$ cat config.mk
export PLATFORM = sky130hd
export DESIGN_NAME = fir_coef_mac
export DESIGN_NICKNAME = d
export VERILOG_FILES = /design/src/rtl/fir_coef_mac.sv
export SDC_FILE = /design/constraint.sdc
export NUM_CORES = 1
export LEC_CHECK = 0
export ABC_AREA = 1
export BUFFER_PORTS_ARGS = -buffer_cell sky130_fd_sc_hd__buf_2
export CAP_MARGIN = 15
export CELL_PAD_IN_SITES_DETAIL_PLACEMENT = 1
export CELL_PAD_IN_SITES_GLOBAL_PLACEMENT = 2
export CORE_MARGIN = 2
export CORE_UTILIZATION = 41
export CTS_CLUSTER_DIAMETER = 120
export CTS_CLUSTER_SIZE = 16
export DETAILED_ROUTE_END_ITERATION = 10
export GPL_TIMING_DRIVEN = 1
export PLACE_DENSITY_LB_ADDON = 0.25
export REMOVE_ABC_BUFFERS = 1
export SYNTH_ARGS = -nofsm -noshare
export SYNTH_HDL_FRONTEND = slang
export SYNTH_SLANG_ARGS = --single-unit
$ cat constraint.sdc
create_clock -name clk -period 18.81 [get_ports clk]
set_clock_uncertainty 0.2 [all_clocks]
set_input_delay 0.9405 -clock clk [delete_from_list [all_inputs] [get_ports clk]]
set_output_delay 0.9405 -clock clk [all_outputs]
set_load 0.01 [all_outputs]
$ cat src/rtl/fir_coef_mac.sv
// Serial 5-tap style FIR: one sample in, one coefficient fetched and multiplied per cycle.
// Optional macro FIR_ROUND_EN selects round-half-up instead of truncation on the output scale.
module fir_coef_mac #(
  parameter int unsigned NrOfWords = 5,
  parameter int unsigned WordSize  = 12,
  parameter int unsigned AddrsSize = 3,
  parameter int unsigned AccSize   = 2 * WordSize + 3
) (
  input  logic                 clk,
  input  logic                 reset,
  input  logic                 sampleValid,
  input  logic [WordSize-1:0]  sampleIn,
  output logic                 read,
  output logic [AddrsSize-1:0] addrs,
  input  logic [WordSize-1:0]  romData,
  output logic                 busy,
  output logic [WordSize-1:0]  result,
  output logic                 resultValid
);

  localparam int unsigned ProdSize = 2 * WordSize;

  typedef enum logic [1:0] {
    S_IDLE,
    S_FETCH,
    S_DRAIN,
    S_DONE
  } state_e;

  state_e                       state_q, state_d;
  logic signed [WordSize-1:0]   tap_q [NrOfWords];
  logic signed [WordSize-1:0]   tap_d [NrOfWords];
  logic signed [AccSize-1:0]    acc_q, acc_d;
  logic        [AddrsSize-1:0]  k_q, k_d;
  logic        [AddrsSize-1:0]  kprev_q, kprev_d;
  logic                         rd_prev_q, rd_prev_d;
  logic                         read_q, read_d;
  logic        [AddrsSize-1:0]  addrs_q, addrs_d;
  logic                         busy_q, busy_d;
  logic        [WordSize-1:0]   result_q, result_d;
  logic                         result_valid_q, result_valid_d;

  logic signed [ProdSize-1:0]   prod_c;
  logic signed [AccSize-1:0]    acc_fin_c;

  // Coefficient returned this cycle pairs with the tap addressed on the previous cycle.
  assign prod_c = $signed(romData) * tap_q[kprev_q];

  always_comb begin
    state_d        = state_q;
    tap_d          = tap_q;
    acc_d          = acc_q;
    k_d            = k_q;
    kprev_d        = addrs_q;
    rd_prev_d      = read_q;
    read_d         = 1'b0;
    addrs_d        = '0;
    result_d       = result_q;
    result_valid_d = 1'b0;

    if (rd_prev_q) begin
      acc_d = acc_q + AccSize'(prod_c);
    end

`ifdef FIR_ROUND_EN
    acc_fin_c = acc_d + (AccSize'(1) << (WordSize - 2));
`else
    acc_fin_c = acc_d;
`endif

    case (state_q)
      S_IDLE: begin
        if (sampleValid) begin
          for (int i = NrOfWords - 1; i > 0; i--) begin
            tap_d[i] = tap_q[i-1];
          end
          tap_d[0] = $signed(sampleIn);
          acc_d    = '0;
          k_d      = '0;
          read_d   = 1'b1;
          addrs_d  = '0;
          state_d  = S_FETCH;
        end
      end
      S_FETCH: begin
        if (k_q == AddrsSize'(NrOfWords - 1)) begin
          state_d = S_DRAIN;
        end else begin
          k_d     = k_q + AddrsSize'(1);
          read_d  = 1'b1;
          addrs_d = k_d;
        end
      end
      S_DRAIN: begin
        // Last product lands on this edge, so the result is scaled from the updated sum.
        result_d       = WordSize'(acc_fin_c >>> (WordSize - 1));
        result_valid_d = 1'b1;
        state_d        = S_DONE;
      end
      S_DONE: begin
        state_d = S_IDLE;
      end
      default: begin
        state_d = S_IDLE;
      end
    endcase

    busy_d = (state_d != S_IDLE);
  end

  always_ff @(posedge clk) begin
    if (reset) begin
      state_q        <= S_IDLE;
      for (int i = 0; i < NrOfWords; i++) begin
        tap_q[i] <= '0;
      end
      acc_q          <= '0;
      k_q            <= '0;
      kprev_q        <= '0;
      rd_prev_q      <= 1'b0;
      read_q         <= 1'b0;
      addrs_q        <= '0;
      busy_q         <= 1'b0;
      result_q       <= '0;
      result_valid_q <= 1'b0;
    end else begin
      state_q        <= state_d;
      tap_q          <= tap_d;
      acc_q          <= acc_d;
      k_q            <= k_d;
      kprev_q        <= kprev_d;
      rd_prev_q      <= rd_prev_d;
      read_q         <= read_d;
      addrs_q        <= addrs_d;
      busy_q         <= busy_d;
      result_q       <= result_d;
      result_valid_q <= result_valid_d;
    end
  end

  assign read        = read_q;
  assign addrs       = addrs_q;
  assign busy        = busy_q;
  assign result      = result_q;
  assign resultValid = result_valid_q;

endmodule

# ---- After elaboration in Yosys (flattened, before gate mapping)
# Index checks and enable logic that the tools add are counted.
# W data, S select, Z words.
dict set report word_totals {
  reg_bits 114
  latch_bits 0
  mem_bits_rw 0
  romBits 0
  inputBits 27
  output_inout_bits 18
  elab_cells 49
  memories 0
}
dict set report classes {
  n_addsub 2
  mul 1
  div_mod_pow 0
  n_lt_le_gt_ge 1
  eq_ne 6
  shifts 0
  muxes 16
  bitwise_logic 2
  n_reduce_logical 6
}
# operator n
set op_table {}
lappend op_table {{$mux W27} 3}
lappend op_table {{$bmux W12 S3} 1}
lappend op_table {{$add A27 B24 Y27} 1}
lappend op_table {{$mul A12 B12 Y24} 1}
lappend op_table {{$mux W12} 2}
lappend op_table {{$pmux W2 S4} 1}
lappend op_table {{$mux W3} 2}
lappend op_table {{$pmux W3 S2} 1}
lappend op_table {{$eq A2 B2 Y1 const B} 2}
lappend op_table {{$ge A4 B4 Y1 const B} 1}
lappend op_table {{$mux W2} 2}
lappend op_table {{$ne A2 B2 Y1 const B} 2}
lappend op_table {{$not A3 Y4} 1}
lappend op_table {{$reduce_bool A2 Y1} 2}
lappend op_table {{$add A3 B1 Y3 const B} 1}
lappend op_table {{$eq A3 B3 Y1 const B} 1}
lappend op_table {{$mux W1} 3}
lappend op_table {{$reduce_and A3 Y1} 1}
lappend op_table {{$reduce_or A3 Y1} 1}
lappend op_table {{$eq A2 B1 Y1 const B} 1}
lappend op_table {{$logic_not A2 Y1} 1}
lappend op_table {{$pmux W1 S2} 1}
lappend op_table {{$reduce_and A2 Y1} 1}
lappend op_table {{$not A1 Y1} 1}

# ---- Depth between registers and ports, before layout
dict set report depth {
  word_depth 9
  depth_mapped 34
  mapped_depth_nobuf 31
}

# ---- Worst setup path after synthesis
# Ideal clock, no wire load.
dict set report synth_path {
  path_type {input -> register}
  from {input port romData[11]}
  to {register result_q[7] (netlist: result[7])}
  setup_ps 116
  arrival_ps 5953
  t_required_ps 18494
  path_slack_ps 12541
  cell_stages 21
  path_buffers 1
  cell_sequence {buf_2 inv_1 nor2_1 inv_1 fa_1 fa_1 inv_1 fa_1 fa_1 fa_1 ha_1 ha_1 a21o_1 o21bai_1 a21oi_1 nand2_1 or2_1 a31oi_1 nand2_1 o211ai_1 inv_1}
}
dict set report synth_via {
  elab_chain_len 3
}
# element line_no
set synth_rtl {}
lappend synth_rtl {{start, declared} 15} ;# input logic [WordSize-1:0] romData,
lappend synth_rtl {{$mul A12 B12 Y24} 47} ;# assign prod_c = $signed(romData) * tap_q[kprev_q];
lappend synth_rtl {{$add A27 B24 Y27} 62} ;# acc_d = acc_q + AccSize'(prod_c);
lappend synth_rtl {{$mux W27} 61} ;# if (rd_prev_q) begin
lappend synth_rtl {{end signal, assigned} 136} ;# result_q <= result_d;
lappend synth_rtl {{end, declared} 40} ;# logic [WordSize-1:0] result_q, result_d;
# No other way between the ends.
# A chain may end at the register's enable or synchronous reset.

# ---- Worst setup path after layout
dict set report layout_path {
  from {register kprev_q[0]}
  to {register result_q[10] (netlist: result[10])}
}
dict set report layout_via {
  elab_chain_len 7
}
# element line_no
set layout_rtl {}
lappend layout_rtl {{start, declared} 35} ;# logic [AddrsSize-1:0] kprev_q, kprev_d;
lappend layout_rtl {{start signal, assigned} 131} ;# kprev_q <= kprev_d;
lappend layout_rtl {{$not A3 Y4 (not written as such)} 47}
lappend layout_rtl {{$bmux W12 S3} 47}
lappend layout_rtl {{$mux W12 (not written as such) (2 in a row)} 47}
lappend layout_rtl {{$mul A12 B12 Y24} 47}
lappend layout_rtl {{$add A27 B24 Y27} 62}
lappend layout_rtl {{$mux W27} 61}
# No other way between the ends. The select of a mux whose other input is x is not followed.

==> impl_metrics.env <==
export IMPL_h_tree_depth=3
export IMPL_post_synth_num_cell_types=41
export IMPL_fin_nets=1582
export IMPL_met1_usage=0.356
export IMPL_top_usage_layer="met2"
export IMPL_drive_above_1_share=0.0716
export IMPL_end_kind="flip-flop"
export IMPL_synth_flop_cell="dfxtp_1"
export IMPL_synth_avg_cell_area_um2=7.89
export IMPL_post_cts_buffers=0
export IMPL_setup_tns_ns=0
export IMPL_cts_max_path_buffers=2
export IMPL_cts_tree="done"
export IMPL_drc=0
export IMPL_maxCapViolations=0
export IMPL_clock_fmax_ghz=0.134
export IMPL_cts_hold_buf=0
export IMPL_yosysTopAreaCell="fa_1"
export IMPL_grt_use_total=0.236
export IMPL_die_h_um=164
export IMPL_synth_area_top_cells="fa_1, dfxtp_1, inv_1, nor2_1, ha_1"
export IMPL_max_slew_margin=0.297
export IMPL_grt_max_degree=73
export IMPL_finalNonFillerCells=1671
export IMPL_power_frac_clock=0.111
export IMPL_crit_type="flip-flop to flip-flop"
export IMPL_pwr_share_seq=0.146
export IMPL_setup_violations=0
export IMPL_share_comb_of_total_power=0.743
export IMPL_syn_area_um2=10500
export IMPL_area_growth_pct=7.07
export IMPL_synth_edf_count=0
export IMPL_tightest_slew_ns=1.06
export IMPL_cp_start_kind="flip-flop"
export IMPL_root_buffer="clkbuf_16"
export IMPL_required_ns=18.90
export IMPL_die_area_um2=26800
export IMPL_finalCritPeriodShare=0.396
export IMPL_wl_per_cell_um=17.7
export IMPL_start_util=0.417
export IMPL_cts_sinks=110
export IMPL_rows=58
export IMPL_postSynthCellCount=1327
export IMPL_grt_pass1_vias=8809
export IMPL_rsz0062_at_grt="no"
export IMPL_numCtsBuffers=9
export IMPL_yosys_warnings=0
export IMPL_synth_top_area_share=0.294
export IMPL_yosysSeqAreaShare=0.210
export IMPL_portBuffers=44
export IMPL_avgViaCountPerCell=5.01
export IMPL_totalWireLength_um=29600
export IMPL_ctsResizeCount=0
export IMPL_coreArea_um2=25100
export IMPL_vdd_ir_drop_worst_v=0.000107
export IMPL_internal_power_uw=844
export IMPL_cellLeakagePower_nw=5.63
export IMPL_arrival_ns=7.55
export IMPL_use_met3=0.0348
export IMPL_post_route_min_period_ns=7.46
export IMPL_grt_use_met2=0.360
export IMPL_routabilityCongestion=0.898
export IMPL_netlist_top_cells_count="inv_1, nor2_1, nand2_1"
export IMPL_vias=8380
export IMPL_clk_pin_slew_worst_paths_ns=0.09
export IMPL_antenna_cells=0
export IMPL_worst_path_max_fanout=28
export IMPL_p_switching_uw=986
export IMPL_dp_cells=1655
export IMPL_grt_pass1_wl_um=48600
export IMPL_slew_violations=0
export IMPL_hp_class="flip-flop to flip-flop"
export IMPL_utilization=0.447
export IMPL_fp_dieW_um=164
export IMPL_first_pass_iters=4
export IMPL_ys_async_sr_fraction=0
export IMPL_swShare=0.539
export IMPL_drtIter0Drc=424
export IMPL_ant_nets=0
export IMPL_run_status="finished, final reports clean"
export IMPL_ios=45
export IMPL_clock_latency_ns=0.38
export IMPL_ys_seq_elements=110
export IMPL_power_density_nw_per_um2=163
export IMPL_dp_hpwl_um=23600
export IMPL_grt_overflow_total=0
export IMPL_antenna_found_initial=0
export IMPL_hold_viol_final=0
## placed cells by master (no fill, tap or decap), types with 7 or more instances in the layout
cell type and n:
a21oi_1 46, a31oi_1 7, buf_2 44, clkbuf_16 9
dfxtp_1 110, fa_1 154, ha_1 65, inv_1 240
inv_2 11, nand2_1 175, nand2_2 8, nand3_1 32
nand3_2 9, nand4_1 7, nor2_1 241, o21ai_0 96
o21ai_1 9, xnor2_1 8, xor2_1 8
## sequential cells by signal, summed over array words and instances (netlist names), 2 cells and up
signal / flops
result: 12
kprev_q: 3
addrs: 3
tap_q: 60
k_q: 3
state_q: 2
acc_q: 23
## routing by layer
layer,vias to the layer above,part of all wire
met3,22,0.036
met2,147,0.44
met5,-,0
met1,4126,0.51
met4,0,0.014
li1,4085,-
## logic make-up (layout without fill, tap and decap cells)
kind of cell	Yosys count	after routing	synth area share
xor gates and xnor gates	16	16	0.0134
AOI/OAI and AO/OA	190	190	0.100
DFF	110	110	0.210
adders and majority gates	219	219	0.372
and+or+nand+nor	488	488	0.192
buffers and inverters	304	318	0.112
## worst paths after layout
path / cells past startpoint / end / slack [ns] / from
worst min-delay path: 2 / rd_prev_q / 0.22 / read
worst max register to register: 25 / result[10] / 11.35 / kprev_q[0]
worst min register to register: 2 / rd_prev_q / 0.22 / read
worst max-delay path: 25 / result[10] / 11.35 / kprev_q[0]
## layout make-up
class,instances,area (µm²)
clock buffers,9,225
clock inverters,7,77.6
fillers,3147,13900
inverters,257,967
multi-input cells,913,7100
flip-flops and latches,110,2200
well taps,330,413
repair buffers,45,228
## stage by stage
step	hold slack, ns	worst slack, ns	cell area (µm²)	power, mW
floorplan	0.232	12.42	10300	1.23
global placement	0.214	11.52	10900	1.59
detailed placement	0.209	11.43	10900	1.61
CTS	0.224	11.35	11200	1.84
global route	0.252	10.83	11200	2.04
finish	0.221	11.35	11200	1.83
## critical path: stages (launching register included)
cell and delay (ns):
dfxtp_1 1.00, o21ai_0 0.17, o22ai_1 0.20, inv_1 0.06, o22ai_1 0.18, inv_2 0.16
nor2_1 0.28, inv_1 0.11, fa_1 0.94, fa_1 0.52, inv_1 0.08, fa_1 0.44
fa_1 0.57, fa_1 0.43, ha_1 0.29, ha_1 0.39, nand2_1 0.11, inv_2 0.08
nand3_1 0.10, nor3_1 0.24, nand4_1 0.20, nand4_1 0.14, nand3_1 0.10, o21ai_1 0.18
a21o_1 0.14, inv_1 0.03
## power groups by stage
stage	Combinational, mW	Clock, mW	Sequential [mW]
final	1.36	0.203	0.268
after global routing	1.55	0.218	0.271
after CTS	1.36	0.212	0.268
after detailed placement	1.33	0	0.273
after global placement	1.32	0	0.273
after floorplan	0.958	0	0.268
(Power assumes the default switching activity.)
